<file path="config.mk">
export PLATFORM = sky130hd
export DESIGN_NAME = conv_in_streamer
export DESIGN_NICKNAME = d
export VERILOG_FILES = /design/src/rtl/conv_in_streamer_pkg.sv /design/src/rtl/conv_in_streamer_stream_fifo2.sv /design/src/rtl/conv_in_streamer.sv
export SDC_FILE = /design/constraint.sdc
export NUM_CORES = 1
export LEC_CHECK = 0
export CAP_MARGIN = 0
export CORE_MARGIN = 1.5
export CORE_UTILIZATION = 54
export CTS_CLUSTER_DIAMETER = 60
export DETAILED_ROUTE_END_ITERATION = 10
export PLACE_DENSITY = 0.81
export SKIP_LAST_GASP = 1
export SYNTH_ARGS = -nofsm -noshare
export SYNTH_HDL_FRONTEND = slang
export SYNTH_SLANG_ARGS = --single-unit
</file>
<file path="constraint.sdc">
create_clock -name clk -period 4.3 [get_ports clk]
set_input_delay 0.86 -clock clk [delete_from_list [all_inputs] [get_ports clk]]
set_output_delay 0.86 -clock clk [all_outputs]
set_load 0.03 [all_outputs]
</file>
<file path="src/rtl/conv_in_streamer_pkg.sv">
// Shared types and sizing helpers for the conv input streamer.
package conv_in_streamer_pkg;

    localparam int unsigned CNT_W = 32;

    typedef enum logic [1:0] {
        ST_IDLE  = 2'd0,
        ST_FETCH = 2'd1,
        ST_DRAIN = 2'd2,
        ST_DONE  = 2'd3
    } state_e;

    // Beat width: CONV_UNITS outputs plus one halo word on each side.
    function automatic int unsigned beat_w(input int unsigned conv_units,
                                           input int unsigned data_width);
        return (conv_units + 2) * data_width;
    endfunction

endpackage

</file>
<file path="src/rtl/conv_in_streamer_stream_fifo2.sv">
// Two-entry valid/ready FIFO with registered storage and occupancy count.
module stream_fifo2 #(
    parameter int unsigned WIDTH = 8
) (
    input  logic             clk,
    input  logic             rstn,
    input  logic             w_valid,
    input  logic [WIDTH-1:0] w_data,
    output logic             r_valid,
    input  logic             r_rdy,
    output logic [WIDTH-1:0] r_data,
    output logic [1:0]       count
);

    logic [WIDTH-1:0] mem0_q, mem0_d;
    logic [WIDTH-1:0] mem1_q, mem1_d;
    logic             wr_ptr_q, wr_ptr_d;
    logic             rd_ptr_q, rd_ptr_d;
    logic [1:0]       count_q, count_d;
    logic             pop;

    assign r_valid = (count_q != 2'd0);
    assign r_data  = rd_ptr_q ? mem1_q : mem0_q;
    assign count   = count_q;
    assign pop     = r_valid & r_rdy;

    always_comb begin
        mem0_d   = mem0_q;
        mem1_d   = mem1_q;
        wr_ptr_d = wr_ptr_q;
        rd_ptr_d = rd_ptr_q;
        if (w_valid) begin
            if (wr_ptr_q) mem1_d = w_data;
            else          mem0_d = w_data;
            wr_ptr_d = ~wr_ptr_q;
        end
        if (pop) rd_ptr_d = ~rd_ptr_q;
        count_d = 2'(count_q + 2'(w_valid) - 2'(pop));
    end

    always_ff @(posedge clk or negedge rstn) begin
        if (!rstn) begin
            mem0_q   <= '0;
            mem1_q   <= '0;
            wr_ptr_q <= 1'b0;
            rd_ptr_q <= 1'b0;
            count_q  <= 2'd0;
        end else begin
            mem0_q   <= mem0_d;
            mem1_q   <= mem1_d;
            wr_ptr_q <= wr_ptr_d;
            rd_ptr_q <= rd_ptr_d;
            count_q  <= count_d;
        end
    end

endmodule

</file>
<file path="src/rtl/conv_in_streamer.sv">
// Streams one frame of image beats from a 1-cycle BRAM port into a valid/ready channel.
module conv_in_streamer
    import conv_in_streamer_pkg::*;
#(
    parameter  int unsigned DATA_WIDTH = 16,
    parameter  int unsigned CONV_UNITS = 8,
    parameter  int unsigned ADDR_WIDTH = 16,
    localparam int unsigned BEAT_W     = beat_w(CONV_UNITS, DATA_WIDTH)
) (
    input  logic                  clk,
    input  logic                  rstn,
    input  logic                  start,
    input  logic                  mode,
    input  logic [CNT_W-1:0]      ch_in,
    input  logic [CNT_W-1:0]      im_width,
    input  logic [CNT_W-1:0]      num_blocks,
    input  logic [ADDR_WIDTH-1:0] base_addr,
    output logic                  mem_en,
    output logic [ADDR_WIDTH-1:0] mem_addr,
    input  logic [BEAT_W-1:0]     mem_rdata,
    output logic                  r_valid,
    input  logic                  r_rdy,
    output logic [BEAT_W-1:0]     r_data,
    output logic                  r_last,
    output logic                  busy,
    output logic                  done
);

    state_e                state_q, state_d;
    logic                  mode_q, mode_d;
    logic [CNT_W-1:0]      ch_q, ch_d;
    logic [CNT_W-1:0]      iw_q, iw_d;
    logic [CNT_W-1:0]      nb_q, nb_d;
    logic [ADDR_WIDTH-1:0] addr_q, addr_d;
    logic [CNT_W-1:0]      c_q, c_d;
    logic [CNT_W-1:0]      w_q, w_d;
    logic [CNT_W-1:0]      b_q, b_d;
    logic                  inflight_q, inflight_d;
    logic                  inflight_last_q, inflight_last_d;

    logic                  last_c, last_w, last_b;
    logic                  issue, pop;
    logic [2:0]            occ;
    logic [1:0]            fifo_count;
    logic                  fifo_r_valid;
    logic [BEAT_W:0]       fifo_r_data;
    logic [BEAT_W:0]       fifo_w_data;
    logic [BEAT_W-1:0]     beat_masked;

    assign last_c = (c_q == ch_q - 32'd1);
    assign last_w = (w_q == iw_q - 32'd1);
    assign last_b = (b_q == nb_q - 32'd1);
    assign pop    = fifo_r_valid & r_rdy;
    assign occ    = 3'(fifo_count) + 3'(inflight_q);

    // A new read may only launch if its data is guaranteed a FIFO slot on arrival.
    assign issue  = (state_q == ST_FETCH) && ((occ - 3'(pop)) < 3'd2);

    assign mem_en   = issue;
    assign mem_addr = addr_q;
    assign busy     = (state_q == ST_FETCH) || (state_q == ST_DRAIN);
    assign done     = (state_q == ST_DONE);
    assign r_valid  = fifo_r_valid;
    assign r_data   = fifo_r_data[BEAT_W-1:0];
    assign r_last   = fifo_r_data[BEAT_W];

    // 1x1 mode drops the halo words on the way into the FIFO.
    always_comb begin
        beat_masked = mem_rdata;
        if (mode_q) begin
            beat_masked[DATA_WIDTH-1:0]        = '0;
            beat_masked[BEAT_W-1 -: DATA_WIDTH] = '0;
        end
    end
    assign fifo_w_data = {inflight_last_q, beat_masked};

    always_comb begin
        state_d         = state_q;
        mode_d          = mode_q;
        ch_d            = ch_q;
        iw_d            = iw_q;
        nb_d            = nb_q;
        addr_d          = addr_q;
        c_d             = c_q;
        w_d             = w_q;
        b_d             = b_q;
        inflight_d      = issue;
        inflight_last_d = issue & last_c & last_w;

        case (state_q)
            ST_IDLE: begin
                if (start) begin
                    mode_d = mode;
                    ch_d   = ch_in;
                    iw_d   = im_width;
                    nb_d   = num_blocks;
                    addr_d = base_addr;
                    c_d    = '0;
                    w_d    = '0;
                    b_d    = '0;
                    if ((ch_in == '0) || (im_width == '0) || (num_blocks == '0))
                        state_d = ST_DONE;
                    else
                        state_d = ST_FETCH;
                end
            end
            ST_FETCH: begin
                if (issue) begin
                    addr_d = addr_q + ADDR_WIDTH'(1);
                    if (last_c) begin
                        c_d = '0;
                        if (last_w) begin
                            w_d = '0;
                            if (last_b) state_d = ST_DRAIN;
                            else        b_d = b_q + 32'd1;
                        end else begin
                            w_d = w_q + 32'd1;
                        end
                    end else begin
                        c_d = c_q + 32'd1;
                    end
                end
            end
            ST_DRAIN: begin
                if (!inflight_q && (fifo_count == 2'd1) && pop) state_d = ST_DONE;
            end
            ST_DONE: begin
                state_d = ST_IDLE;
            end
            default: state_d = ST_IDLE;
        endcase
    end

    always_ff @(posedge clk or negedge rstn) begin
        if (!rstn) begin
            state_q         <= ST_IDLE;
            mode_q          <= 1'b0;
            ch_q            <= '0;
            iw_q            <= '0;
            nb_q            <= '0;
            addr_q          <= '0;
            c_q             <= '0;
            w_q             <= '0;
            b_q             <= '0;
            inflight_q      <= 1'b0;
            inflight_last_q <= 1'b0;
        end else begin
            state_q         <= state_d;
            mode_q          <= mode_d;
            ch_q            <= ch_d;
            iw_q            <= iw_d;
            nb_q            <= nb_d;
            addr_q          <= addr_d;
            c_q             <= c_d;
            w_q             <= w_d;
            b_q             <= b_d;
            inflight_q      <= inflight_d;
            inflight_last_q <= inflight_last_d;
        end
    end

    stream_fifo2 #(
        .WIDTH (BEAT_W + 1)
    ) u_fifo (
        .clk     (clk),
        .rstn    (rstn),
        .w_valid (inflight_q),
        .w_data  (fifo_w_data),
        .r_valid (fifo_r_valid),
        .r_rdy   (r_rdy),
        .r_data  (fifo_r_data),
        .count   (fifo_count)
    );

endmodule

</file>
==> metrics.cfg, run 1 <==
[run_status]
status=finished, final reports clean

[critical_path]
worst-path-buf-inv=2
cpMostUsedCell=or4_1
slowest_stage=or4_1
r2r_start=ch_q[0]
path_max_fanout=58
startpoint=ch_q[0]
crit_path_start_kind=flop
crit_family=simple AND/OR/NAND/NOR gates
required_ns=4.83
worstSetupPathType=reg -> reg
crit_path_max_incr_delay_ns=0.70
arrival_ns=4.72
cp_cell_sequence=or4_1 > nor4_1 > buf_4 > xor2_1 > o221a_2 > o21a_1 > nor3_1 > a31o_2 > o2111ai_4 > buf_12 > or4_1 > a21oi_1
endpoint_kind=flop

[clock_tree]
cts_tree=done
cts_sinks=539
clkTransAtPathRegs_ns=0.06
clk-insertion-delay-late_ns=0.63
cts_buffers=58
clockBufferDepth=3
cts-htree-levels=2
root_buffer=clkbuf_16

[flow_run]
cap_violations=0

[synthesis]
syn_nets=3007
synth_area_leader_cell=dfrtp_1
synth.distinct_cells=76
syn_avg_cell_area_um2=10.2
synthCells=2715
synth_edf_count=0
synthMostInstantiatedCell=dfrtp_1
synthTopCellsByArea=dfrtp_1, mux2_2, nand2_1
ys_seq_elements=539
synth_top_area_share=0.489
netlist_area_um2=27600
yosysSeqAreaShare=0.489
synth-main-ff-cell=dfrtp_1
postSynth.asyncResetShare=1.00
synth.top_cells.by_count=dfrtp_1, nand2_1, mux2_2, clkbuf_1, o21ai_0
ys_warn_count=0

[die]
ios=458
core_area_um2=50300
die_y_um=229
die-area_um2=52500
fp-row-count=82
floorplan.initialDensity=0.549
dieWidth_um=229

[layout]
drive_above_1_share=0.188
nets=3460
design_area_um2=35300
final_core_util=0.702
syn2layout_area_growth_pct=27.9
finalNonFillerCells=3892

[global_routing]
grt_antenna_before_repair=10
grt.total_usage=0.313
grt_pass1_vias=23500
grt_pass1_wl_mm=130
grt_start_max_net_pins=93
overflow=0

[drt]
dr.pass1.iters=6
drc=0
vias=23100
wl_mm=83.1
wl_per_cell_um=21.4
drt-initial-drc-count=1689
viasPerCell=5.94
antenna_left=0

[power_and_ir_drop]
p_sw_frac=0.417
finalPower_mw=28.9
combPwrFrac=0.501
clkPwrFrac=0.180
intPower_mw=16.9
vdd_drop_max_v=0.000406
power.density_nw_per_um2=819
p_sw_mw=12.1
pwr-share-seq=0.319
p_leak_nw=15.1

[timing]
period_share=0.976
fin_setup_tns_ns=0
maxSlewViolCount=0
finalSetupViolCount=0
clock_skew_ns=0.0332
finalCriticalPeriod_ns=4.20
clock.fmax_mhz=238
tightestPinTransition_ns=0.972
hold_viol=0
relSlewSlack=0.352

[placement]
place.gp.congestion=0.916
numPlacedInstances=3778
post_dp_cell_area_um2=33200
port_buffers=457
dp_hpwl_mm=60.1

[hold_path]
hp-class=in -> async

==> layout make-up <==
class | instances | area, um2
diodes | 7 | 17.5
multi-input cells | 1996 | 13500
repair buffers | 538 | 5340
fillers | 3584 | 15000
clock buffers | 85 | 1680
inverters | 35 | 131
flip-flops and latches | 539 | 13500
clock inverters | 20 | 322
well taps | 672 | 841
==> power groups by stage <==
stage / Combinational, mW / Sequential (mW) / Clock, mW
6_report: 14.5 / 9.22 / 5.21
5_1_grt: 15.4 / 9.48 / 5.49
4_1_cts: 14.4 / 9.14 / 5.29
3_5_place_dp: 14.3 / 9.22 / 0
3_3_place_gp: 13.9 / 9.02 / 0
2_1_floorplan: 9.43 / 8.56 / 0
==> layout by cell type (no fill, tap or decap), drive strengths merged, types with 5 or more instances in the layout <==
cell type	n
mux2	389
xnor2	70
clkinv	8
clkbuf	85
or3	33
nand2b	39
xor2	86
nor4	66
a21oi	65
nand2	537
nand3	73
and2	10
nor2	116
dfrtp	539
nand4b	9
nor3	43
o22ai	16
nor2b	15
or4	31
o31ai	24
nand3b	6
mux2i	10
diode	7
o211ai	5
clkdlybuf4s50	455
o31a	7
buf	83
and4	6
ha	14
o21ai	129
nand4	41
a31o	6
o21a	7
a31oi	23
bufinv	6
inv	40
nor4b	10
and3	40
o41ai	11
==> final timing paths <==
| path | to | slack [ns] | cells past startpoint |
|---|---|---|---|
| min in group clk | u_fifo.mem0_q[23] | 0.47 | 2 |
| hold reg to reg | u_fifo.mem0_q[23] | 0.47 | 2 |
| setup reg to reg | b_q[18] | 0.10 | 12 |
| hold / removal | nb_q[14] | 0.22 | 1 |
| setup / recovery | b_q[18] | 0.10 | 12 |
| max in group asynchronous | u_fifo.mem0_q[128] | 3.03 | 2 |
==> flip-flops by register name, indices dropped and copies added, names as in the netlist, 16 cells and up <==
| register | count |
|---|---|
| ch_q | 32 |
| u_fifo.mem1_q | 161 |
| c_q | 32 |
| w_q | 32 |
| u_fifo.mem0_q | 161 |
| nb_q | 32 |
| iw_q | 32 |
| mem_addr | 16 |
| b_q | 32 |
==> routing by layer <==
metal	up-vias	share of wire	global-route usage
met4	4	0.041	0.129
met2	920	0.50	0.538
met5	-	0.00032	0
li1	10500	-	-
met1	11500	0.39	0.384
met3	195	0.072	0.0636
==> what timing repair did <==
action / 4_1_cts / 5_1_grt
endpoints found under the setup margin: 0 / 10
resized for setup: 0 / 6
hold buffers: 0 / 0
setup buffers: 0 / 2
==> per-stage QoR <==
step | hold slack (ns) | setup WS [ns]
3_5_place_dp | 0.458 | -0.00769
4_1_cts | 0.294 | 0.105
3_3_place_gp | 0.453 | 0.0799
5_1_grt | 0.275 | -0.00635
2_1_floorplan | 0.435 | 0.532
6_report | 0.221 | 0.104
==> cell families (layout without fill, tap and decap cells) <==
kind of cell / count (synthesis) / in the layout / synth area share
buffers and inverters: 180 / 678 / 0.0257
XOR/XNOR: 156 / 156 / 0.0495
AND/OR/NAND/NOR: 1092 / 1092 / 0.191
adder cells (fa/ha/maj): 15 / 15 / 0.00707
flip-flops: 539 / 539 / 0.489
other: 0 / 7 / 0
multiplexers: 399 / 399 / 0.162
AO/OA/AOI/OAI: 334 / 334 / 0.0756
Note: power is estimated with default switching activity, not from simulation.
==> run 2: changes to the inputs <==
--- a/config.mk
+++ b/config.mk
@@ -8,7 +8,6 @@
 export CAP_MARGIN = 0
 export CORE_MARGIN = 1.5
 export CORE_UTILIZATION = 54
-export CTS_CLUSTER_DIAMETER = 60
 export DETAILED_ROUTE_END_ITERATION = 10
 export PLACE_DENSITY = 0.81
 export SKIP_LAST_GASP = 1
==> metrics.cfg, run 2 (synthesized netlist as in run 1, its figures left out) <==
[clock_tree]
cts-htree-levels=2  ; unchanged
cts_sinks=539  ; unchanged
clkTransAtPathRegs_ns=0.06  ; about the same
clockBufferDepth=3  ; unchanged
cts_tree=done
cts_buffers=56  ; -3.4%
root_buffer=clkbuf_16
cts_hold_buf=0  ; unchanged
clk-insertion-delay-late_ns=0.63  ; about the same

[global_routing]
grt_use_met3=0.0624  ; -0.00125
overflow=0  ; unchanged
grt_start_max_net_pins=93  ; unchanged
top_usage_layer=met2
grt_pass1_vias=23500  ; +0.10%
use_met1=0.386  ; +0.00264
grt.total_usage=0.314  ; +0.00123
grt.met2_usage=0.541  ; +0.00322
grt_pass1_wl_mm=131  ; +0.32%
grt_antenna_before_repair=9  ; -1

[timing]
finalCriticalPeriod_ns=4.13  ; -0.0637 ns
rsz0062_at_grt=no
finalSetupViolCount=0  ; unchanged
tightestPinTransition_ns=0.974  ; +0.00232 ns
hold_ws_ns=0.244  ; +0.0229 ns
fin_setup_tns_ns=0  ; unchanged
clock_skew_ns=0.0351  ; +0.00195 ns
relSlewSlack=0.351  ; -0.00155
maxSlewViolCount=0  ; unchanged
hold_viol=0  ; unchanged
period_share=0.961  ; -0.0148
clock.fmax_mhz=242  ; +1.5%

[die]
floorplan.initialDensity=0.549  ; unchanged
core_area_um2=50300  ; unchanged
fp-row-count=82  ; unchanged
ios=458  ; unchanged
die-area_um2=52500  ; unchanged
die_y_um=229  ; unchanged
dieWidth_um=229  ; unchanged

[layout]
layout_commonest_cell=dfrtp_1
final_cell_mix=dfrtp_1, nand2_1, clkdlybuf4s50_1
drive_above_1_share=0.188  ; -0.000447
syn2layout_area_growth_pct=27.6
nets=3458  ; -0.058%
largestRegisters=u_fifo.mem0_q (161), u_fifo.mem1_q (161)
finalNonFillerCells=3889  ; -0.077%

[drt]
antenna_left=0  ; unchanged
viasPerCell=5.96  ; +0.35%
wl_mm=83.5  ; +0.52%
drt-initial-drc-count=1888  ; +12%
drc=0  ; unchanged
vias=23200  ; +0.27%
wl_per_cell_um=21.5  ; +0.60%
dr.pass1.iters=5  ; -1

[hold_path]
hp-class=in -> async

[placement]
numPlacedInstances=3778  ; unchanged
port_buffers=457  ; unchanged
dp_hpwl_mm=60.1  ; unchanged
place.gp.congestion=0.916  ; unchanged

[power_and_ir_drop]
p_leak_nw=15.0  ; -0.29%
vdd_drop_max_v=0.000406  ; about the same
power.density_nw_per_um2=816  ; -0.38%

[flow_run]
cap_violations=0  ; unchanged

[critical_path]
worstSetupPathType=reg -> reg
endpoint_kind=flop
crit_path_start_kind=flop
path_max_fanout=58  ; unchanged
required_ns=4.82  ; about the same
arrival_ns=4.66  ; -0.06 ns

[run_status]
status=finished, final reports clean

[run 2: cell count changes in the layout (fill, tap and decap cells not counted), moves of 2 or more]
cell,delta
clkbuf_1,+2
clkinv_4,-2
clkinv_2,+2
clkbuf_16,-2
[run 2: final cells by class]
class	instances	area, um2
Clock buffer	85	1640
Timing Repair Buffer	538	5340
Fill cell	3597	15000
Antenna cell	7	17.5
Clock inverter	17	274
Sequential cell	539	13500
Inverter	35	131
Multi-Input combinational cell	1996	13500
Tap cell	672	841
[run 2: repair_timing]
action / CTS / global route
resized for setup: 0 / 9
endpoints found under the setup margin: 0 / 10
setup buffers: 0 / 2
[run 2: metal layers]
metal / share of wire / up-vias
li1: - / 10500
met1: 0.39 / 11600
met2: 0.50 / 934
met3: 0.071 / 192
met4: 0.041 / 4
met5: 0.00032 / -
[run 2: through the flow]
stage	util	power (mW)	worst slack [ns]	instance area, um2
2_1_floorplan	-	18.0	0.532	27600
3_3_place_gp	0.661	23.0	0.0799	33200
3_5_place_dp	0.661	23.5	-0.00769	33200
4_1_cts	0.699	28.7	0.0817	35100
5_1_grt	0.701	30.2	0.00952	35200
6_report	0.701	28.7	0.168	35200
[run 2: worst paths after layout]
| check | start | to | slack [ns] | cells after the start |
|---|---|---|---|---|
| setup / recovery | ch_q[0] | b_q[18] | 0.17 | 12 |
| hold / removal | rstn | nb_q[14] | 0.24 | 1 |
| setup reg to reg | ch_q[0] | b_q[18] | 0.17 | 12 |
| hold reg to reg | u_fifo.mem0_q[23] | u_fifo.mem0_q[23] | 0.47 | 2 |
| max in group asynchronous | rstn | u_fifo.mem0_q[128] | 3.03 | 2 |
| min in group clk | u_fifo.mem0_q[23] | u_fifo.mem0_q[23] | 0.47 | 2 |
[run 2: where the power goes]
group | internal (mW) | switching, mW
Combinational | 6.52 | 7.99
Clock | 2.94 | 2.08
Sequential | 7.26 | 1.96
Total | 16.7 | 12.0
[run 2: critical path, stage by stage, from the launching register on]
cell and delay (ns):
dfrtp_1 0.45, or4_1 0.70, nor4_1 0.48, buf_4 0.22
xor2_1 0.06, o221a_2 0.25, o21a_1 0.17, nor3_2 0.31
a31o_2 0.26, o2111ai_4 0.14, buf_12 0.22, or4_1 0.54
a21oi_1 0.19
